### config.mk
export PLATFORM = sky130hd
export DESIGN_NAME = lpc_stream_sink_flat
export DESIGN_NICKNAME = d
export VERILOG_FILES = /design/src/rtl/lpc_stream_pkg.sv /design/src/rtl/lpc_stream_sink_if.sv /design/src/rtl/lpc_sync_fifo.sv /design/src/rtl/lpc_stream_sink.sv /design/src/flat_wrapper.sv
export SDC_FILE = /design/constraint.sdc
export NUM_CORES = 1
export LEC_CHECK = 0
export CAP_MARGIN = 10
export CORE_MARGIN = 3
export CORE_UTILIZATION = 55
export DETAILED_ROUTE_END_ITERATION = 10
export HOLD_SLACK_MARGIN = 0.08
export PLACE_DENSITY_LB_ADDON = 0.12
export SYNTH_ARGS = -nofsm -noshare
export SYNTH_HDL_FRONTEND = slang
export SYNTH_SLANG_ARGS = --single-unit
### constraint.sdc
create_clock -name clk_clk -period 8.7 [get_ports clk_clk]
set_input_delay 0.87 -clock clk_clk [delete_from_list [all_inputs] [get_ports clk_clk]]
set_output_delay 0.87 -clock clk_clk [all_outputs]
set_load 0.01 [all_outputs]
### src/rtl/lpc_stream_pkg.sv
// Shared defaults, FSM state encoding and FIFO entry layout for the LPC stream sink.
// Latency: n/a (types and constants only).
// Backpressure: n/a.
package lpc_stream_pkg;

  localparam int LPC_DATA_W     = 16;
  localparam int LPC_FRAME_LEN  = 160;
  localparam int LPC_FIFO_DEPTH = 16;

  // PASS stores words; DROP discards the rest of a frame that lost a word.
  typedef enum logic {
    PASS = 1'b0,
    DROP = 1'b1
  } lpc_state_e;

  // One buffered word with its frame markers, MSB first.
  typedef struct packed {
    logic                  sof;
    logic                  eof;
    logic [LPC_DATA_W-1:0] data;
  } lpc_entry_t;

endpackage

### src/rtl/lpc_stream_sink_if.sv
// Stream bundle between the LPC word source, the sink and its downstream consumer.
// Latency: n/a (wires only).
// Backpressure: input side has none; output side uses out_valid/out_ready.
interface lpc_stream_sink_if
  import lpc_stream_pkg::*;
#(
  parameter int DATA_W = LPC_DATA_W
);
  logic [DATA_W-1:0] in_d;
  logic              in_v;
  logic [DATA_W-1:0] out_data;
  logic              out_sof;
  logic              out_eof;
  logic              out_valid;
  logic              out_ready;

  // Environment side: produces words and accepts buffered output.
  modport master (
    output in_d, in_v, out_ready,
    input  out_data, out_sof, out_eof, out_valid
  );

  // Sink side.
  modport slave (
    input  in_d, in_v, out_ready,
    output out_data, out_sof, out_eof, out_valid
  );
endinterface

### src/rtl/lpc_sync_fifo.sv
// Single-clock first-word-fall-through FIFO with occupancy output.
// Latency: a word pushed at edge N is visible on pop_data from edge N.
// Backpressure: push ignored while full (full sampled before the edge); pop ignored while empty.
module lpc_sync_fifo #(
  parameter int WIDTH = 18,
  parameter int DEPTH = 16
) (
  input  logic                     clk,
  input  logic                     rst_n,
  input  logic                     push,
  input  logic [WIDTH-1:0]         push_data,
  output logic                     full,
  input  logic                     pop,
  output logic [WIDTH-1:0]         pop_data,
  output logic                     empty,
  output logic [$clog2(DEPTH):0]   fill
);
  localparam int AW = $clog2(DEPTH);

  logic [WIDTH-1:0] mem [DEPTH];
  logic [AW-1:0]    wr_ptr;
  logic [AW-1:0]    rd_ptr;
  logic [AW:0]      count;
  logic             push_ok;
  logic             pop_ok;

  assign full     = (count == (AW+1)'(DEPTH));
  assign empty    = (count == '0);
  assign fill     = count;
  assign push_ok  = push && !full;
  assign pop_ok   = pop && !empty;
  // Zero the head while empty so stale storage never reaches the outputs.
  assign pop_data = empty ? '0 : mem[rd_ptr];

  // Storage array needs no reset; validity is tracked by count.
  always_ff @(posedge clk) begin
    if (push_ok) mem[wr_ptr] <= push_data;
  end

  // Pointers wrap naturally because DEPTH is a power of two.
  always_ff @(posedge clk or negedge rst_n) begin
    if (!rst_n) begin
      wr_ptr <= '0;
      rd_ptr <= '0;
      count  <= '0;
    end else begin
      if (push_ok) wr_ptr <= wr_ptr + 1'b1;
      if (pop_ok)  rd_ptr <= rd_ptr + 1'b1;
      case ({push_ok, pop_ok})
        2'b10:   count <= count + 1'b1;
        2'b01:   count <= count - 1'b1;
        default: count <= count;
      endcase
    end
  end

endmodule

### src/rtl/lpc_stream_sink.sv
// Buffers an unthrottled LPC word stream, tags frame start/end and drops whole frame tails on overflow.
// Latency: one cycle from in_v to out_valid when the buffer is empty.
// Backpressure: out_ready stalls the output only; the input cannot be stalled, so words are lost when full.
module lpc_stream_sink
  import lpc_stream_pkg::*;
#(
  parameter int DATA_W     = LPC_DATA_W,
  parameter int FIFO_DEPTH = LPC_FIFO_DEPTH,
  parameter int FRAME_LEN  = LPC_FRAME_LEN
) (
  input  logic                          clk_clk,
  input  logic                          reset_reset_n,
  lpc_stream_sink_if.slave              st,
  input  logic                          clr_stat,
  output logic                          stat_overflow,
  output logic [7:0]                    stat_drop_cnt,
  output logic [$clog2(FIFO_DEPTH):0]   stat_fill
);
  localparam int              POS_W    = (FRAME_LEN > 2) ? $clog2(FRAME_LEN) : 1;
  localparam logic [POS_W-1:0] POS_LAST = POS_W'(FRAME_LEN - 1);
  localparam int              ENTRY_W  = DATA_W + 2;

  lpc_state_e         state;
  lpc_state_e         state_next;
  logic [POS_W-1:0]   pos;
  logic               pos_last;
  logic               full;
  logic               empty;
  logic               store;
  logic               drop_evt;
  logic [ENTRY_W-1:0] wr_entry;
  logic [ENTRY_W-1:0] rd_entry;

  assign pos_last = (pos == POS_LAST);

  // Frame position follows every presented word, stored or discarded, so resync lands on a real frame start.
  always_ff @(posedge clk_clk or negedge reset_reset_n) begin
    if (!reset_reset_n)  pos <= '0;
    else if (st.in_v)    pos <= pos_last ? '0 : pos + 1'b1;
  end

  // Admission state register.
  always_ff @(posedge clk_clk or negedge reset_reset_n) begin
    if (!reset_reset_n) state <= PASS;
    else                state <= state_next;
  end

  // Admission decision: store, or discard and count; a loss on the last word needs no resync.
  always_comb begin
    state_next = state;
    store      = 1'b0;
    drop_evt   = 1'b0;
    case (state)
      PASS: begin
        if (st.in_v) begin
          if (!full) begin
            store = 1'b1;
          end else begin
            drop_evt = 1'b1;
            if (!pos_last) state_next = DROP;
          end
        end
      end
      DROP: begin
        if (st.in_v && pos_last) state_next = PASS;
      end
      default: state_next = PASS;
    endcase
  end

  assign wr_entry = {pos == '0, pos_last, st.in_d};

  lpc_sync_fifo #(
    .WIDTH (ENTRY_W),
    .DEPTH (FIFO_DEPTH)
  ) u_fifo (
    .clk       (clk_clk),
    .rst_n     (reset_reset_n),
    .push      (store),
    .push_data (wr_entry),
    .full      (full),
    .pop       (st.out_ready),
    .pop_data  (rd_entry),
    .empty     (empty),
    .fill      (stat_fill)
  );

  // Output side runs independently of the admission state.
  assign st.out_valid = !empty;
  assign {st.out_sof, st.out_eof, st.out_data} = rd_entry;

  // Statistics: a loss in the same cycle as a clear survives the clear.
  always_ff @(posedge clk_clk or negedge reset_reset_n) begin
    if (!reset_reset_n) begin
      stat_overflow <= 1'b0;
      stat_drop_cnt <= '0;
    end else if (clr_stat) begin
      stat_overflow <= drop_evt;
      stat_drop_cnt <= {7'd0, drop_evt};
    end else if (drop_evt) begin
      stat_overflow <= 1'b1;
      if (stat_drop_cnt != 8'hFF) stat_drop_cnt <= stat_drop_cnt + 1'b1;
    end
  end

endmodule

### src/flat_wrapper.sv
// flat-port wrapper written by rule: the top's interface ports become plain ports
module lpc_stream_sink_flat import lpc_stream_pkg::*;
#(
  parameter int DATA_W     = LPC_DATA_W,
  parameter int FIFO_DEPTH = LPC_FIFO_DEPTH,
  parameter int FRAME_LEN  = LPC_FRAME_LEN
)
  (clk_clk, reset_reset_n, clr_stat, stat_overflow, stat_drop_cnt, stat_fill, st_in_d, st_in_v, st_out_ready, st_out_data, st_out_sof, st_out_eof, st_out_valid);
  lpc_stream_sink_if #(.DATA_W(DATA_W)) st_i ();
  input  logic clk_clk;
  input  logic reset_reset_n;
  input  logic clr_stat;
  output logic stat_overflow;
  output logic [7:0] stat_drop_cnt;
  output logic [$clog2(FIFO_DEPTH):0] stat_fill;
  input wire logic [$bits(st_i.in_d)-1:0] st_in_d;
  input wire logic [$bits(st_i.in_v)-1:0] st_in_v;
  input wire logic [$bits(st_i.out_ready)-1:0] st_out_ready;
  output wire logic [$bits(st_i.out_data)-1:0] st_out_data;
  output wire logic [$bits(st_i.out_sof)-1:0] st_out_sof;
  output wire logic [$bits(st_i.out_eof)-1:0] st_out_eof;
  output wire logic [$bits(st_i.out_valid)-1:0] st_out_valid;
  assign st_i.in_d = st_in_d;
  assign st_i.in_v = st_in_v;
  assign st_i.out_ready = st_out_ready;
  assign st_out_data = st_i.out_data;
  assign st_out_sof = st_i.out_sof;
  assign st_out_eof = st_i.out_eof;
  assign st_out_valid = st_i.out_valid;
  lpc_stream_sink #(.DATA_W(DATA_W), .FIFO_DEPTH(FIFO_DEPTH), .FRAME_LEN(FRAME_LEN)) u_core (.clk_clk(clk_clk), .reset_reset_n(reset_reset_n), .st(st_i), .clr_stat(clr_stat), .stat_overflow(stat_overflow), .stat_drop_cnt(stat_drop_cnt), .stat_fill(stat_fill));
endmodule
==> run summary, run 1 <==
P_sw -> 1.35 mW
ANT nets after route -> 0
WL final -> 25100 um
HPWL Detailed -> 15100 um
First-pass GRT wire length -> 39600 um
GRT overflow -> 0
Clock network power share -> 26.7%
Largest net degree at the start of global routing -> 64
Post-Syn Instances -> 662
Clk_lat worst skew -> 0.55 ns
Post-synth EDFFs -> 288
Asr flop ratio synth -> 9.72%
Clock tree buffer depth -> 3
Vias in the first global route -> 6860
CP Capture Type -> output pin
Syn nets -> 695
Highest-count cells in the layout ignoring fill and taps -> edfxtp_1 (288), mux4_2 (70), clkdlybuf4s50_1 (53), clkbuf_16 (31), dfrtp_1 (28)
Main synth FF type -> edfxtp_1
Final nets -> 750
DR WL/cell -> 23.8 um
Pleak -> 4.79 nW
Cell Pwr Density -> 316 mW/mm^2
Filler cells -> 1590
Antenna Cells -> 0
Rel. slew slack -> 21.9%
Routability Congestion -> 0.775
Final setup margin -> 4.01 ns
CP peak stage delay -> 0.87 ns
Initial antenna violation count -> 0
Clock transition at path regs -> 0.06 ns
Max-cap viol count -> 0
Via density -> 6.02
Comb pwr share -> 29.8%
# rows -> 55
Inserted Clock Buffers -> 31
Status -> complete, no violations
Synth Register Bits -> 319
CTS Sinks -> 319
Synthesized cell area -> 0.0129 mm^2
Hold-fix buffer count after cts -> 0
Max-slew violations -> 0
Setup Skew -> 0.0187 ns
CP startpoint kind -> register
Internal power -> 3.27 mW
Hold WS -> 0.511 ns
Final Hold Fails -> 0
Pre-antenna DRT Iters -> 4
Post-Layout Inst Area -> 0.0146 mm^2
DRC violations left -> 0
I/O pin count -> 54
Yosys warnings -> 0
Switching fraction of total power -> 29.2%
Worst vdd ir -> 0.390 mV
Total Neg Setup Slack -> 0 ns
Chip Height -> 159 um
Setup violations, final -> 0
Die ar. -> 0.0253 mm^2
Post-CTS Resized -> 0
Setup repair bufs after CTS -> 0
H-tree depth -> 1
CTS root buf -> clkbuf_16
Critical path's slowest cell -> buf_4
Gr usage total -> 20.2%
Syn avg cell area -> 19.4 um^2
Core Region -> 0.0228 mm^2
1st-iter DRT viols -> 459
Crit path DAT -> 3.82 ns
TritonCTS clock tree -> yes
Total Power -> 4.62 mW
Initial core utilization -> 56.4%
Die width -> 159 um
P&R area growth vs syn -> 13.7%
Placed Area -> 0.0137 mm^2
Commonest non-fill, non-tap cell in the layout -> edfxtp_1
Register area share after synthesis -> 73.2%
Reg power frac -> 43.5%
Synth unique cells -> 51
Share of layout cells above drive strength 1 -> 19.0%
Place WS -> 4.49 ns
CP Cell Sequence -> buf_4, mux4_2, mux2_2, o21ai_0, a21oi_1, clkdlybuf4s50_1
Fmax -> 0.213 GHz
Final worst-path cycle share -> 53.9%
I/O Buffers -> 53
Via Count -> 6349
CP Max Fanout -> 63
CP Class -> reg -> out
Minimum clock period -> 4.69 ns
Worst min-delay path class -> reg -> reg
WP data required -> 7.83 ns
Worst-Margin Slew -> 1.17 ns
RSZ-0062 raised after global routing -> false
==> final timing paths <==
path                                          from                       to  slack [ns]  cells after the start
max in group asynchronous            reset_reset_n  u_core.u_fifo.rd_ptr[0]        7.66                      2
hold / removal                u_core.stat_overflow     u_core.stat_overflow        0.51                      1
setup reg to reg             u_core.u_fifo.fill[1]    u_core.u_fifo.fill[4]        5.17                     10
hold reg to reg               u_core.stat_overflow     u_core.stat_overflow        0.51                      1
min in group asynchronous            reset_reset_n  u_core.u_fifo.rd_ptr[2]        0.71                      2
setup / recovery           u_core.u_fifo.rd_ptr[1]          st_out_data[14]        4.01                      6
==> worst max-delay path, delay by kind of cell (launching register included) <==
family                 cells  cell delay, ns
AO/OA/AOI/OAI              2            0.30
buffers and inverters      2            1.37
flip-flops                 1            0.54
multiplexers               2            0.92
==> power groups by stage <==
stage	combinational [mW]	sequential [mW]	clock, mW
final	1.38	2.01	1.23
after global routing	1.50	2.04	1.32
after CTS	1.37	2.03	1.26
after detailed placement	1.36	2.06	0
after global placement	1.34	2.05	0
after floorplan	1.00	1.91	0
==> sequential cells by signal, indices dropped and copies added, names as in the netlist <==
register and cells:
u_core.state 1, u_core.u_fifo.fill 5, u_core.stat_drop_cnt 8, u_core.u_fifo.mem 288, u_core.u_fifo.rd_ptr 4, u_core.pos 8
u_core.stat_overflow 1, u_core.u_fifo.wr_ptr 4
==> through the flow <==
step	utilization (%)	instances
finish	64.1	1054
global route	64.1	1054
detailed placement	59.8	996
CTS	63.9	1053
global placement	59.8	996
floorplan	-	662
==> cells in the mapped netlist (4+ instances only) <==
cell / count / area [um^2]
mux2i_1: 22 / 220
nand3b_1: 5 / 37.5
nor2_1: 16 / 60.1
inv_1: 12 / 45.0
xnor2_1: 13 / 114
nand3_1: 6 / 30.0
buf_1: 5 / 18.8
xor2_1: 4 / 35.0
ha_1: 12 / 150
mux2_2: 19 / 214
edfxtp_1: 288 / 8650
nand4_1: 6 / 37.5
and4_1: 6 / 52.6
and2_1: 13 / 81.3
buf_2: 16 / 80.1
nand2_1: 12 / 45.0
o31ai_1: 4 / 30.0
clkbuf_1: 13 / 48.8
or4_1: 4 / 30.0
dfrtp_1: 31 / 776
a21oi_1: 24 / 120
mux4_2: 70 / 1580
o21ai_0: 20 / 100
==> cell type report <==
class	instances	area, um^2	share of cell area [%]
sequential	319	9430	64.5
multi-input combinational	295	3240	22.1
clock buffer	44	855	5.84
timing repair buffer	58	588	4.02
tap	313	392	2.68
clock inverter	13	86.3	0.590
inverter	12	45.0	0.308
==> logic make-up (layout without fill, tap and decap cells) <==
group	after synthesis	after routing	share of synthesized area [%]
buf+inv	48	127	1.67
mux	111	111	15.6
compound gates	66	66	3.04
flops	319	319	73.2
simple gates	89	89	4.15
xor+xnor	17	17	1.16
fa+ha+maj	12	12	1.17
==> layer usage <==
layer	share of wire [%]	vias to the layer above	global-route usage (%)	wire length [um]
met4	1.7	0	4.10	418
met5	0	-	0	0
met2	52	155	34.7	13000
met1	41	3364	27.3	10400
met3	5.0	43	4.08	1250
li1	-	2787	-	-
Note: power is estimated with default switching activity, not from simulation.
==> run 2: changes to the inputs <==
==> constraint.sdc (replaced) <==
create_clock -name clk_clk -period 4.6 [get_ports clk_clk]
set_input_delay 0.46 -clock clk_clk [delete_from_list [all_inputs] [get_ports clk_clk]]
set_output_delay 0.46 -clock clk_clk [all_outputs]
set_load 0.01 [all_outputs]
==> run summary, run 2 (synthesis results as in run 1) <==
Worst min-delay path class -> in -> async
Worst vdd ir -> 0.433 mV
Met3 WL -> 1430 um
Placed Cells -> 1015
HPWL Detailed -> 15100 um
Reg2Reg Capture Point -> u_core.u_fifo.fill[4]
CTS root buf -> clkbuf_16
Chip Height -> 159 um
Initial core utilization -> 56.4%
Post-CTS Resized -> 0
Largest register FFs -> 288
Final Non-Filler Cells -> 1077
GRT overflow -> 0
# rows -> 55
Hold-fix buffer count after cts -> 0
Filler cells -> 1557
Reg power frac -> 40.5%
Die ar. -> 0.0253 mm^2
Setup Skew -> 0.0126 ns
I/O Buffers -> 53
I/O pin count -> 54
WL final -> 26500 um
Setup repair bufs after CTS -> 0
Wl on met1 -> 11100 um
Pleak -> 5.03 nW
WP data required -> 4.14 ns
Final Hold Fails -> 0
R2R depth -> 10
Final nets -> 771
P&R area growth vs syn -> 16.9%
Met2 wire len -> 13500 um
Core Region -> 0.0228 mm^2
Max-cap viol count -> 0
Switching fraction of total power -> 28.6%
Crit path DAT -> 3.33 ns
ANT nets after route -> 0
Largest net degree at the start of global routing -> 44
Pre-antenna DRT Iters -> 6
Highest routed metal layer -> met4
Highest-count cells in the layout ignoring fill and taps -> edfxtp_1 (288), mux4_2 (70), clkdlybuf4s50_1 (53), clkbuf_16 (38), dfrtp_1 (28)
First-pass GRT wire length -> 41300 um
Internal power -> 6.66 mW
Top reg by flops -> u_core.u_fifo.mem
Via Count -> 6459
DR WL/cell -> 24.6 um
Inserted Clock Buffers -> 34
Comb pwr share -> 28.7%
1st-iter DRT viols -> 595
H-tree depth -> 2
RSZ-0062 raised after global routing -> false
Initial antenna violation count -> 0
Die width -> 159 um
Final worst-path cycle share -> 82.3%
Via density -> 6.00
Cell Pwr Density -> 620 mW/mm^2
Share of layout cells above drive strength 1 -> 22.6%
CTS Sinks -> 319
Routability Congestion -> 0.810
Rel. slew slack -> 25.7%
Commonest non-fill, non-tap cell in the layout -> edfxtp_1
Clock transition at path regs -> 0.06 ns
CP Capture Type -> output pin
CP Class -> reg -> out
Vias in the first global route -> 6871
Clk_lat worst skew -> 0.51 ns
DRC violations left -> 0
Worst-Margin Slew -> 1.11 ns
Gr usage total -> 21.4%
CP startpoint kind -> register
TritonCTS clock tree -> yes
Clock tree buffer depth -> 3
Clock network power share -> 30.8%
Antenna Cells -> 0
Fmax -> 0.264 GHz
Worst reg2reg setup slack -> 1.13 ns
P_sw -> 2.67 mW
Minimum clock period -> 3.79 ns
CP Max Fanout -> 28
Max-slew violations -> 0
Status -> complete, no violations
Total Neg Setup Slack -> 0 ns
Setup violations, final -> 0
Biggest regs -> u_core.u_fifo.mem x288, u_core.pos x8, u_core.stat_drop_cnt x8
Origin of the critical flop-to-flop path -> u_core.u_fifo.fill[1]
-- run 2: cell types whose count changed in the layout (fill, tap and decap cells not counted), moves of 2 or more --
cell       before  now
clkinv_1        6    3
buf_4           4   20
clkbuf_16      31   38
clkinv_2        5    9
bufinv_16       1    5
clkbuf_8        3    1
clkbuf_1       10    4
buf_12          0    3
-- run 2: area by class of cell --
type / instances / area, um^2 / area share (%)
Clock buffer: 43 / 980 / 6.51
Clock inverter: 19 / 221 / 1.47
Inverter: 12 / 45.0 / 0.299
Multi-Input combinational cell: 295 / 3240 / 21.5
Sequential cell: 319 / 9430 / 62.7
Tap cell: 313 / 392 / 2.60
Timing Repair Buffer: 76 / 741 / 4.92
-- run 2: worst max path at each step --
| stage | from | endpoint | slack, ns |
|---|---|---|---|
| floorplan | st_in_v | u_core.u_fifo.fill[4] | 1.60 |
| global placement | st_in_v | u_core.u_fifo.fill[4] | 1.24 |
| detailed placement | u_core.u_fifo.fill[1] | u_core.u_fifo.fill[4] | 1.15 |
| CTS | u_core.u_fifo.rd_ptr[1] | st_out_data[4] | 0.73 |
| global route | u_core.u_fifo.rd_ptr[1] | st_out_data[4] | 0.61 |
| finish | u_core.u_fifo.rd_ptr[1] | st_out_data[4] | 0.81 |
-- run 2: power by group through the flow --
stage	Clock, mW	Sequential [mW]	Combinational, mW
floorplan	0	3.62	1.90
detailed placement	0	3.84	2.71
CTS	2.93	3.78	2.72
finish	2.87	3.78	2.68
global route	3.05	3.82	2.89
global placement	0	3.81	2.66
-- run 2: metrics by stage --
step | hold WS [ns] | setup slack (ns) | util (%) | area (um^2) | power, mW
2_1_floorplan | 0.164 | 1.60 | - | 12900 | 5.51
3_3_place_gp | 0.470 | 1.24 | 60.6 | 13800 | 6.47
3_5_place_dp | 0.473 | 1.15 | 60.6 | 13800 | 6.55
4_1_cts | 0.397 | 0.729 | 65.9 | 15000 | 9.43
5_1_grt | 0.432 | 0.607 | 65.9 | 15000 | 9.77
6_report | 0.387 | 0.812 | 65.9 | 15000 | 9.33
-- run 2: layer usage --
metal	global-route usage [%]	vias to the layer above
met1	29.6	3412
met2	35.8	165
met4	5.53	0
met3	4.24	35
met5	0	-
li1	-	2847
-- run 2: worst max-delay path: stages, from the launching register on --
cell,delay (ns)
dfrtp_4,0.81
buf_4,0.38
mux4_2,0.53
mux2_2,0.27
o21ai_0,0.20
a21oi_1,0.08
clkdlybuf4s50_1,0.53
==> run 3: changes to the inputs <==
--- a/config.mk
+++ b/config.mk
@@ -7,7 +7,7 @@
 export LEC_CHECK = 0
 export CAP_MARGIN = 10
 export CORE_MARGIN = 3
-export CORE_UTILIZATION = 55
+export CORE_UTILIZATION = 54
 export DETAILED_ROUTE_END_ITERATION = 10
 export HOLD_SLACK_MARGIN = 0.08
 export PLACE_DENSITY_LB_ADDON = 0.12
==> constraint.sdc (replaced) <==
create_clock -name clk_clk -period 3.05 [get_ports clk_clk]
set_input_delay 0.305 -clock clk_clk [delete_from_list [all_inputs] [get_ports clk_clk]]
set_output_delay 0.305 -clock clk_clk [all_outputs]
set_load 0.01 [all_outputs]
==> run summary, run 3 (synthesis results as in run 1) <==
TritonCTS clock tree -> yes
Via density -> 5.97
Via Count -> 6605
WP data required -> 2.74 ns
Inserted Clock Buffers -> 31
Hold-fix buffer count after cts -> 0
Total Neg Setup Slack -> 0 ns
Setup Skew -> 0.0173 ns
Largest net degree at the start of global routing -> 59
Highest routed metal layer -> met4
Initial core utilization -> 55.8%
Hold WS -> 0.148 ns
Clock transition at path regs -> 0.06 ns
Post-layout util -> 65.6%
Die width -> 160 um
Post-Layout Inst Area -> 0.0151 mm^2
Vias in the first global route -> 6870
Placed Cells -> 1036
Die ar. -> 0.0257 mm^2
Clock network power share -> 26.8%
H-tree depth -> 1
Worst-Margin Slew -> 1.08 ns
Comb pwr share -> 32.6%
Chip Height -> 160 um
Final Hold Fails -> 0
Worst min-delay path class -> in -> async
Biggest regs -> u_core.u_fifo.mem x288, u_core.pos x8, u_core.stat_drop_cnt x8
CTS Sinks -> 319
Met2 wire len -> 13100 um
Final worst-path cycle share -> 97.5%
Core Region -> 0.0231 mm^2
DR WL/cell -> 24.0 um
Largest register FFs -> 288
Fmax -> 0.336 GHz
Worst vdd ir -> 0.707 mV
Wl on met1 -> 11600 um
Cell Pwr Density -> 892 mW/mm^2
Max-cap viol count -> 0
Status -> complete, no violations
Routability Congestion -> 0.836
Gr usage total -> 21.2%
Clk_lat worst skew -> 0.54 ns
CP Class -> reg -> out
Final Non-Filler Cells -> 1106
CP Max Fanout -> 7
RSZ-0062 raised after global routing -> false
Switching fraction of total power -> 29.2%
HPWL Detailed -> 15800 um
First-pass GRT wire length -> 41400 um
CP Capture Type -> output pin
P_sw -> 3.94 mW
Pleak -> 5.12 nW
GRT overflow -> 0
Share of layout cells above drive strength 1 -> 25.5%
DRC violations left -> 0
Highest-count cells in the layout ignoring fill and taps -> edfxtp_1 (288), mux4_2 (70), buf_4 (47), clkdlybuf4s50_1 (35), clkbuf_16 (31)
I/O Buffers -> 53
CTS root buf -> clkbuf_16
Minimum clock period -> 2.97 ns
Reg power frac -> 40.7%
Placed Area -> 0.0141 mm^2
Crit path DAT -> 2.67 ns
Setup violations, final -> 0
Clock tree buffer depth -> 3
Top reg by flops -> u_core.u_fifo.mem
WL final -> 26600 um
Antenna Cells -> 0
# rows -> 55
CP startpoint kind -> register
Initial antenna violation count -> 1
ANT nets after route -> 0
Met3 WL -> 1400 um
Rel. slew slack -> 27.6%
Pre-antenna DRT Iters -> 5
I/O pin count -> 54
Internal power -> 9.56 mW
Commonest non-fill, non-tap cell in the layout -> edfxtp_1
1st-iter DRT viols -> 546
P&R area growth vs syn -> 17.5%
Max-slew violations -> 0
Final nets -> 803
## run 3: path summary, 6_finish.rpt
kind | slack [ns] | end | cells after the start | from
hold reg to reg | 0.48 | u_core.stat_overflow | 1 | u_core.stat_overflow
hold / removal | 0.15 | u_core.u_fifo.fill[1] | 2 | reset_reset_n
setup reg to reg | 0.18 | u_core.u_fifo.fill[4] | 10 | u_core.u_fifo.fill[2]
max in group asynchronous | 2.59 | u_core.u_fifo.rd_ptr[1] | 2 | reset_reset_n
min in group clk_clk | 0.44 | u_core.u_fifo.rd_ptr[3] | 3 | st_out_ready
setup / recovery | 0.08 | st_out_data[0] | 6 | u_core.u_fifo.rd_ptr[1]
## run 3: what timing repair did
item                                    4_1_cts  5_1_grt
endpoints found under the setup margin       18       10
endpoints found under the hold margin         0        0
buffers inserted                             11        4
pin swaps                                     0        1
gates resized for setup                      30       14
## run 3: worst max-delay path: stages (launching register included)
cell and delay (ns):
dfrtp_4 0.53, buf_4 0.19, mux4_2 0.50, mux2_2 0.28, o21ai_0 0.16, a21oi_1 0.11
dlygate4sd2_1 0.35
## run 3: through the flow
step / power [mW] / setup slack, ns
finish: 13.5 / 0.0752
global route: 14.2 / 0.00223
CTS: 13.6 / 0.00716
detailed placement: 10.0 / 0.0665
global placement: 9.91 / 0.176
floorplan: 8.31 / 0.122
## run 3: layer usage
metal  vias up  global-route usage [%]
li1       2912                       -
met3        36                    3.17
met5         -                       0
met1      3475                    31.3
met2       182                    34.3
met4         0                    4.73
## run 3: final cells by class
| class | instances | area, um^2 |
|---|---|---|
| Clock inverter | 17 | 156 |
| Fill cell | 1549 | 7920 |
| Tap cell | 313 | 392 |
| Multi-Input combinational cell | 295 | 3240 |
| Inverter | 12 | 45.0 |
| Sequential cell | 319 | 9430 |
| Timing Repair Buffer | 111 | 1060 |
| Clock buffer | 39 | 806 |
## run 3: power groups by stage
stage	sequential, mW	clock (mW)	combinational, mW
floorplan	5.45	0	2.86
global placement	5.57	0	4.34
detailed placement	5.60	0	4.43
CTS	5.48	3.68	4.46
global route	5.53	3.89	4.80
finish	5.49	3.61	4.40
